**src/rtl/multicycle_control_fsm.sv**
```systemverilog
// Main control sequencer for the multi-cycle datapath.
// Walks FETCH/DECODE/EXEC/MEM/WB/SPW, drives every datapath enable and
// mux select, times out stalled memory accesses and counts retired
// instructions.
module multicycle_control_fsm #(
  parameter int unsigned MEM_WAIT_MAX = 15,
  parameter int unsigned CNT_W        = 32
) (
  input  logic             clk,
  input  logic             rst,
  input  logic [5:0]       opcode,
  input  logic             zero,
  input  logic             mem_ready,
  output logic             ir_write,
  output logic             pc_write,
  output logic [1:0]       pc_src,
  output logic             reg_write,
  output logic [1:0]       reg_dst,
  output logic             wb_src,
  output logic             alu_a_sel,
  output logic [1:0]       alu_mode,
  output logic             mem_read,
  output logic             mem_write,
  output logic             mem_addr_sel,
  output logic             mem_data_sel,
  output logic [2:0]       state,
  output logic             halted,
  output logic             err,
  output logic [CNT_W-1:0] retired
);

  // State encodings are visible on the debug port and must stay fixed.
  localparam logic [2:0] S_FETCH  = 3'd0;
  localparam logic [2:0] S_DECODE = 3'd1;
  localparam logic [2:0] S_EXEC   = 3'd2;
  localparam logic [2:0] S_MEM    = 3'd3;
  localparam logic [2:0] S_WB     = 3'd4;
  localparam logic [2:0] S_SPW    = 3'd5;
  localparam logic [2:0] S_HALT   = 3'd6;

  localparam logic [5:0] OP_RTYPE = 6'b000000;
  localparam logic [5:0] OP_LD    = 6'b010000;
  localparam logic [5:0] OP_ST    = 6'b010001;
  localparam logic [5:0] OP_MOVE  = 6'b010010;
  localparam logic [5:0] OP_PUSH  = 6'b010011;
  localparam logic [5:0] OP_POP   = 6'b010100;
  localparam logic [5:0] OP_CALL  = 6'b010101;
  localparam logic [5:0] OP_HALT  = 6'b010110;
  localparam logic [5:0] OP_NOP   = 6'b010111;
  localparam logic [5:0] OP_RET   = 6'b011000;
  localparam logic [5:0] OP_BR    = 6'b011001;
  localparam logic [5:0] OP_BZ    = 6'b011010;

  // Instruction classes; MOVE shares the I-type ALU class.
  localparam logic [3:0] C_R    = 4'd0;
  localparam logic [3:0] C_I    = 4'd1;
  localparam logic [3:0] C_LD   = 4'd2;
  localparam logic [3:0] C_ST   = 4'd3;
  localparam logic [3:0] C_BR   = 4'd4;
  localparam logic [3:0] C_BZ   = 4'd5;
  localparam logic [3:0] C_PUSH = 4'd6;
  localparam logic [3:0] C_POP  = 4'd7;
  localparam logic [3:0] C_CALL = 4'd8;
  localparam logic [3:0] C_RET  = 4'd9;
  localparam logic [3:0] C_HALT = 4'd10;
  localparam logic [3:0] C_NOP  = 4'd11;

  localparam logic [7:0] WAIT_LAST = 8'(MEM_WAIT_MAX - 1);

  function automatic logic [3:0] classify(input logic [5:0] op);
    logic [3:0] c;
    case (op)
      OP_RTYPE: c = C_R;
      OP_MOVE:  c = C_I;
      OP_LD:    c = C_LD;
      OP_ST:    c = C_ST;
      OP_BR:    c = C_BR;
      OP_BZ:    c = C_BZ;
      OP_PUSH:  c = C_PUSH;
      OP_POP:   c = C_POP;
      OP_CALL:  c = C_CALL;
      OP_RET:   c = C_RET;
      OP_HALT:  c = C_HALT;
      OP_NOP:   c = C_NOP;
      default:  c = C_I;
    endcase
    return c;
  endfunction

  logic [2:0]       state_q;
  logic [2:0]       state_d;
  logic             run_q;
  logic [3:0]       cls_q;
  logic [3:0]       cls_live;
  logic [7:0]       wait_q;
  logic             err_q;
  logic [CNT_W-1:0] retired_q;
  logic             mem_wait;
  logic             timeout;
  logic             retire;

  assign cls_live = classify(opcode);

  // run_q holds the sequencer idle for the first cycle after reset so every
  // strobe sits at its reset value for that cycle before FETCH starts.
  assign mem_wait = run_q && (state_q == S_FETCH || state_q == S_MEM) && !mem_ready;
  assign timeout  = mem_wait && (wait_q == WAIT_LAST);
  assign retire   = run_q && (state_d == S_FETCH) &&
                    (state_q != S_FETCH) && (state_q != S_HALT);

  // Next-state selection.
  always_comb begin
    state_d = state_q;
    if (run_q) begin
      case (state_q)
        S_FETCH: begin
          if (mem_ready)    state_d = S_DECODE;
          else if (timeout) state_d = S_HALT;
        end
        S_DECODE: begin
          if (cls_live == C_HALT)     state_d = S_HALT;
          else if (cls_live == C_NOP) state_d = S_FETCH;
          else                        state_d = S_EXEC;
        end
        S_EXEC: begin
          case (cls_q)
            C_R, C_I:                                  state_d = S_WB;
            C_LD, C_ST, C_PUSH, C_POP, C_CALL, C_RET:  state_d = S_MEM;
            default:                                   state_d = S_FETCH;
          endcase
        end
        S_MEM: begin
          if (mem_ready) begin
            case (cls_q)
              C_LD, C_POP:          state_d = S_WB;
              C_RET, C_PUSH, C_CALL: state_d = S_SPW;
              default:              state_d = S_FETCH;
            endcase
          end else if (timeout) begin
            state_d = S_HALT;
          end
        end
        S_WB:    state_d = (cls_q == C_POP) ? S_SPW : S_FETCH;
        S_SPW:   state_d = S_FETCH;
        S_HALT:  state_d = S_HALT;
        default: state_d = S_FETCH;
      endcase
    end
  end

  // State, latched class, wait counter, error flag and retire counter.
  always_ff @(posedge clk) begin
    if (rst) begin
      state_q   <= S_FETCH;
      run_q     <= 1'b0;
      cls_q     <= C_R;
      wait_q    <= '0;
      err_q     <= 1'b0;
      retired_q <= '0;
    end else begin
      run_q   <= 1'b1;
      state_q <= state_d;
      if (state_q == S_DECODE) cls_q <= cls_live;
      if (mem_wait && !timeout) wait_q <= wait_q + 8'd1;
      else                      wait_q <= '0;
      if (timeout) err_q <= 1'b1;
      if (retire)  retired_q <= retired_q + CNT_W'(1);
    end
  end

  // Output decode from state and latched class; FETCH's IR/PC write and
  // BZ's PC write follow mem_ready and zero within the cycle.
  always_comb begin
    ir_write     = 1'b0;
    pc_write     = 1'b0;
    pc_src       = 2'd0;
    reg_write    = 1'b0;
    reg_dst      = 2'd0;
    wb_src       = 1'b0;
    alu_a_sel    = 1'b0;
    alu_mode     = 2'd0;
    mem_read     = 1'b0;
    mem_write    = 1'b0;
    mem_addr_sel = 1'b0;
    mem_data_sel = 1'b0;
    if (run_q) begin
      case (state_q)
        S_FETCH: begin
          mem_read = 1'b1;
          ir_write = mem_ready;
          pc_write = mem_ready;
        end
        S_EXEC: begin
          case (cls_q)
            C_I, C_LD, C_ST: alu_mode = 2'd1;
            C_BR: begin
              pc_write = 1'b1;
              pc_src   = 2'd1;
            end
            C_BZ: begin
              pc_write = zero;
              pc_src   = 2'd1;
            end
            C_PUSH: begin
              alu_a_sel = 1'b1;
              alu_mode  = 2'd2;
            end
            C_CALL: alu_mode = 2'd2;
            C_POP: begin
              alu_a_sel = 1'b1;
              alu_mode  = 2'd1;
            end
            C_RET:   alu_mode = 2'd1;
            default: alu_mode = 2'd0;
          endcase
        end
        S_MEM: begin
          mem_addr_sel = 1'b1;
          case (cls_q)
            C_LD, C_POP, C_RET: mem_read = 1'b1;
            C_ST, C_PUSH:       mem_write = 1'b1;
            C_CALL: begin
              mem_write    = 1'b1;
              mem_data_sel = 1'b1;
            end
            default: mem_addr_sel = 1'b1;
          endcase
        end
        S_WB: begin
          reg_write = 1'b1;
          case (cls_q)
            C_R:  reg_dst = 2'd1;
            C_LD: wb_src = 1'b1;
            C_POP: begin
              reg_dst = 2'd2;
              wb_src  = 1'b1;
            end
            default: reg_dst = 2'd0;
          endcase
        end
        S_SPW: begin
          reg_write = 1'b1;
          reg_dst   = 2'd1;
          case (cls_q)
            C_PUSH: begin
              alu_a_sel = 1'b1;
              alu_mode  = 2'd2;
            end
            C_CALL: begin
              alu_mode = 2'd2;
              pc_write = 1'b1;
              pc_src   = 2'd1;
            end
            C_POP: begin
              alu_a_sel = 1'b1;
              alu_mode  = 2'd3;
            end
            C_RET: begin
              alu_mode = 2'd3;
              pc_write = 1'b1;
              pc_src   = 2'd2;
            end
            default: alu_mode = 2'd0;
          endcase
        end
        default: ir_write = 1'b0;
      endcase
    end
  end

  assign state   = state_q;
  assign halted  = (state_q == S_HALT);
  assign err     = err_q;
  assign retired = retired_q;

endmodule

```
**config.mk**
```make
export PLATFORM = sky130hd
export DESIGN_NAME = multicycle_control_fsm
export DESIGN_NICKNAME = d
export VERILOG_FILES = /design/src/rtl/multicycle_control_fsm.sv
export SDC_FILE = /design/constraint.sdc
export NUM_CORES = 1
export LEC_CHECK = 0
export ABC_AREA = 1
export CAP_MARGIN = 15
export CORE_MARGIN = 5
export CORE_UTILIZATION = 57
export DETAILED_ROUTE_END_ITERATION = 7
export GPL_TIMING_DRIVEN = 0
export PLACE_DENSITY = 0.86
export RECOVER_POWER = 25
export SYNTH_ARGS = -nofsm -noshare
export SYNTH_HDL_FRONTEND = slang
export SYNTH_SLANG_ARGS = --single-unit
```
**constraint.sdc**
```tcl
create_clock -name clk -period 4.5 [get_ports clk]
set_input_delay 0.9 -clock clk [delete_from_list [all_inputs] [get_ports clk]]
set_output_delay 0.9 -clock clk [all_outputs]
set_load 0.03 [all_outputs]
```
==> impl_metrics.ini <==
[layout]
n_fill_cell = 502
layout_common_cells = 115 x nand2_1, 73 x nor2_1, 51 x dfxtp_1
final_core_util_pct = 74.19
drive_gt1_share_pct = 6.563
diodes = 0
fin_nets = 596
area_delta_synth_final_pct = 24.49
layout_commonest_cell = nand2_1

[synth]
ys.flop_type = dfxtp_1
synth_edf_count = 0
postSynth.asyncResetShare_pct = 0
synth_area_leaders = dfxtp_1 31%, nand2_1 13%, nor2_1 8.2%, a21oi_1 6.0%, xor2_1 5.5%
ys_seq_area_share_pct = 30.55
synth_area_per_cell_sq_um = 6.553
synth_top_area_share_pct = 30.55
ys_ff_latch = 51
synth_cells = 510
synth_nets = 528
syn_area_sq_um = 3342
yosys_warnings = 0
synth_top_area_cell = dfxtp_1
ys_types = 36

[power]
p_leak_uw = 0.001664
p_per_area_nw_per_um2 = 231.7
power_uw = 964.1
vdd_drop_max_v = 0.0001762

[route]
drt_iter0_drc = 269
postRouteAntennaNets = 0
via_per_inst = 5.493
num_vias = 3576
drc = 0
dr.pass1.iters = 5
drt_wl_total_um = 8934
wl_per_cell_um = 13.72

[placement]
port_buffers = 61
dp_slack_ns = 1.056
gp_congestion = 0.9611
dp_hpwl_um = 7036

[grt]
gr-total-overflow = 0
grt_pass1_vias = 3172
grt_max_degree = 16
grt_usage_pct = 24.70
antenna_found_initial = 0
grt_pass1_wl_um = 15030

[sta]
fin_crit_sh_pct = 76.91
rsz0062_at_grt = false
slew_viol_final = 0
tightest_slew_ns = 0.5995
skew_ns = 0.01062
slew_headroom_pct = 60.04
timing.hold.ws_ns = 0.4672
final.setup.worst_slack_ns = 1.039
fin_setup_tns_ns = 0
fin_crit_ns = 3.461
setup_viol = 0
hold_viol_final = 0
fmax_mhz = 288.9

[die]
die_width_um = 86.57
initial_core_util_pct = 59.59
dieArea_sq_um = 7494
core_sq_um = 5608
fp.dieH_um = 86.57
boundaryPins = 62
rows = 27

[cts]
clock_path_buffers = 2
htree_levels = 2
cts_hold_buf = 0
cts_setup_buffers = 0
clkTransAtPathRegs_ns = 0.09
clock_latency_ns = 0.31
cts_inserted_buffers = 5
cts-root-buf = clkbuf_8
cts_tree = built
cts_resized = 0
cts_sinks = 51

[setup_path]
worstSetupPathType = in -> out
rrSetupSlack_ns = 2.19
critPathCaptureType = primary output
crit_fanout = 5
startpoint_type = input pin
arrival_ns = 2.56
required_ns = 3.60

[flow_run]
drv_cap = 0

[hold_path]
holdCritPathClass = reg -> reg

[outcome]
status = finished clean
==> synthesized netlist by cell type (3+ instances only) <==
| library cell | count |
|---|---|
| a21oi_1 | 40 |
| buf_2 | 7 |
| buf_6 | 3 |
| clkbuf_1 | 4 |
| dfxtp_1 | 51 |
| ha_1 | 8 |
| inv_1 | 46 |
| inv_2 | 5 |
| nand2_1 | 115 |
| nand2_2 | 3 |
| nand3_1 | 24 |
| nand4_1 | 14 |
| nor2_1 | 73 |
| nor3_1 | 17 |
| nor4_1 | 5 |
| o21ai_0 | 34 |
| o21ai_1 | 3 |
| or2_2 | 3 |
| xnor2_1 | 12 |
| xor2_1 | 21 |
==> layout make-up <==
type / instances / area [sq um] / share of cell area (%)
Buffer: 15 / 91.34 / 2.195
Tap cell: 72 / 90.09 / 2.165
Sequential cell: 51 / 1021 / 24.54
Clock buffer: 6 / 82.58 / 1.985
Timing Repair Buffer: 61 / 610.6 / 14.68
Multi-Input combinational cell: 393 / 2038 / 48.99
Clock inverter: 2 / 35.03 / 0.8421
Inverter: 51 / 191.4 / 4.602
==> power by group <==
| part | internal, uW | total (uW) | switching, uW |
|---|---|---|---|
| Sequential | 460 | 469 | 8.91 |
| Clock | 180 | 337 | 157 |
| Combinational | 54.4 | 158 | 104 |
| Total | 694 | 964 | 270 |
==> logic make-up after synthesis <==
group                    share of synthesized area, %
adder cells (fa/ha/maj)                         2.995
flip-flops                                      30.55
AO/OA/AOI/OAI                                   13.89
buffers and inverters                           8.461
XOR/XNOR                                        8.649
AND/OR/NAND/NOR                                 35.45
==> final timing paths <==
kind / startpoint / to / cells past startpoint
max reg2reg: retired[1] / retired[26] / 9
min reg2reg: err / err / 2
max: mem_ready / pc_write / 6
min: err / err / 2
==> worst max-delay path, cell delays in order <==
cell             delay, ns
clkdlybuf4s50_1       0.54
inv_1                 0.13
nor2_1                0.12
inv_1                 0.06
a21oi_1               0.13
clkdlybuf4s50_1       0.69
==> stage by stage <==
step                      instances  cell area, sq um
final                           651              4160
after global routing            651              4160
after CTS                       651              4160
after detailed placement        643              4043
after global placement          643              4043
after floorplan                 510              3342
==> state kept, by name, indices dropped and copies added (netlist names), named ones only <==
signal,count
cls_q,4
retired,32
wait_q,8
err,1
run_q,1
state,3
==> metal layers <==
layer / part of all wire [%] / GRT usage, % / wire (um)
met1: 48 / 35.82 / 4304
met2: 44 / 38.46 / 3965
met3: 5.9 / 3.517 / 530
met4: 1.5 / 6.232 / 134
met5: 0 / 0 / 0
Note: power is estimated with default switching activity, not from simulation.
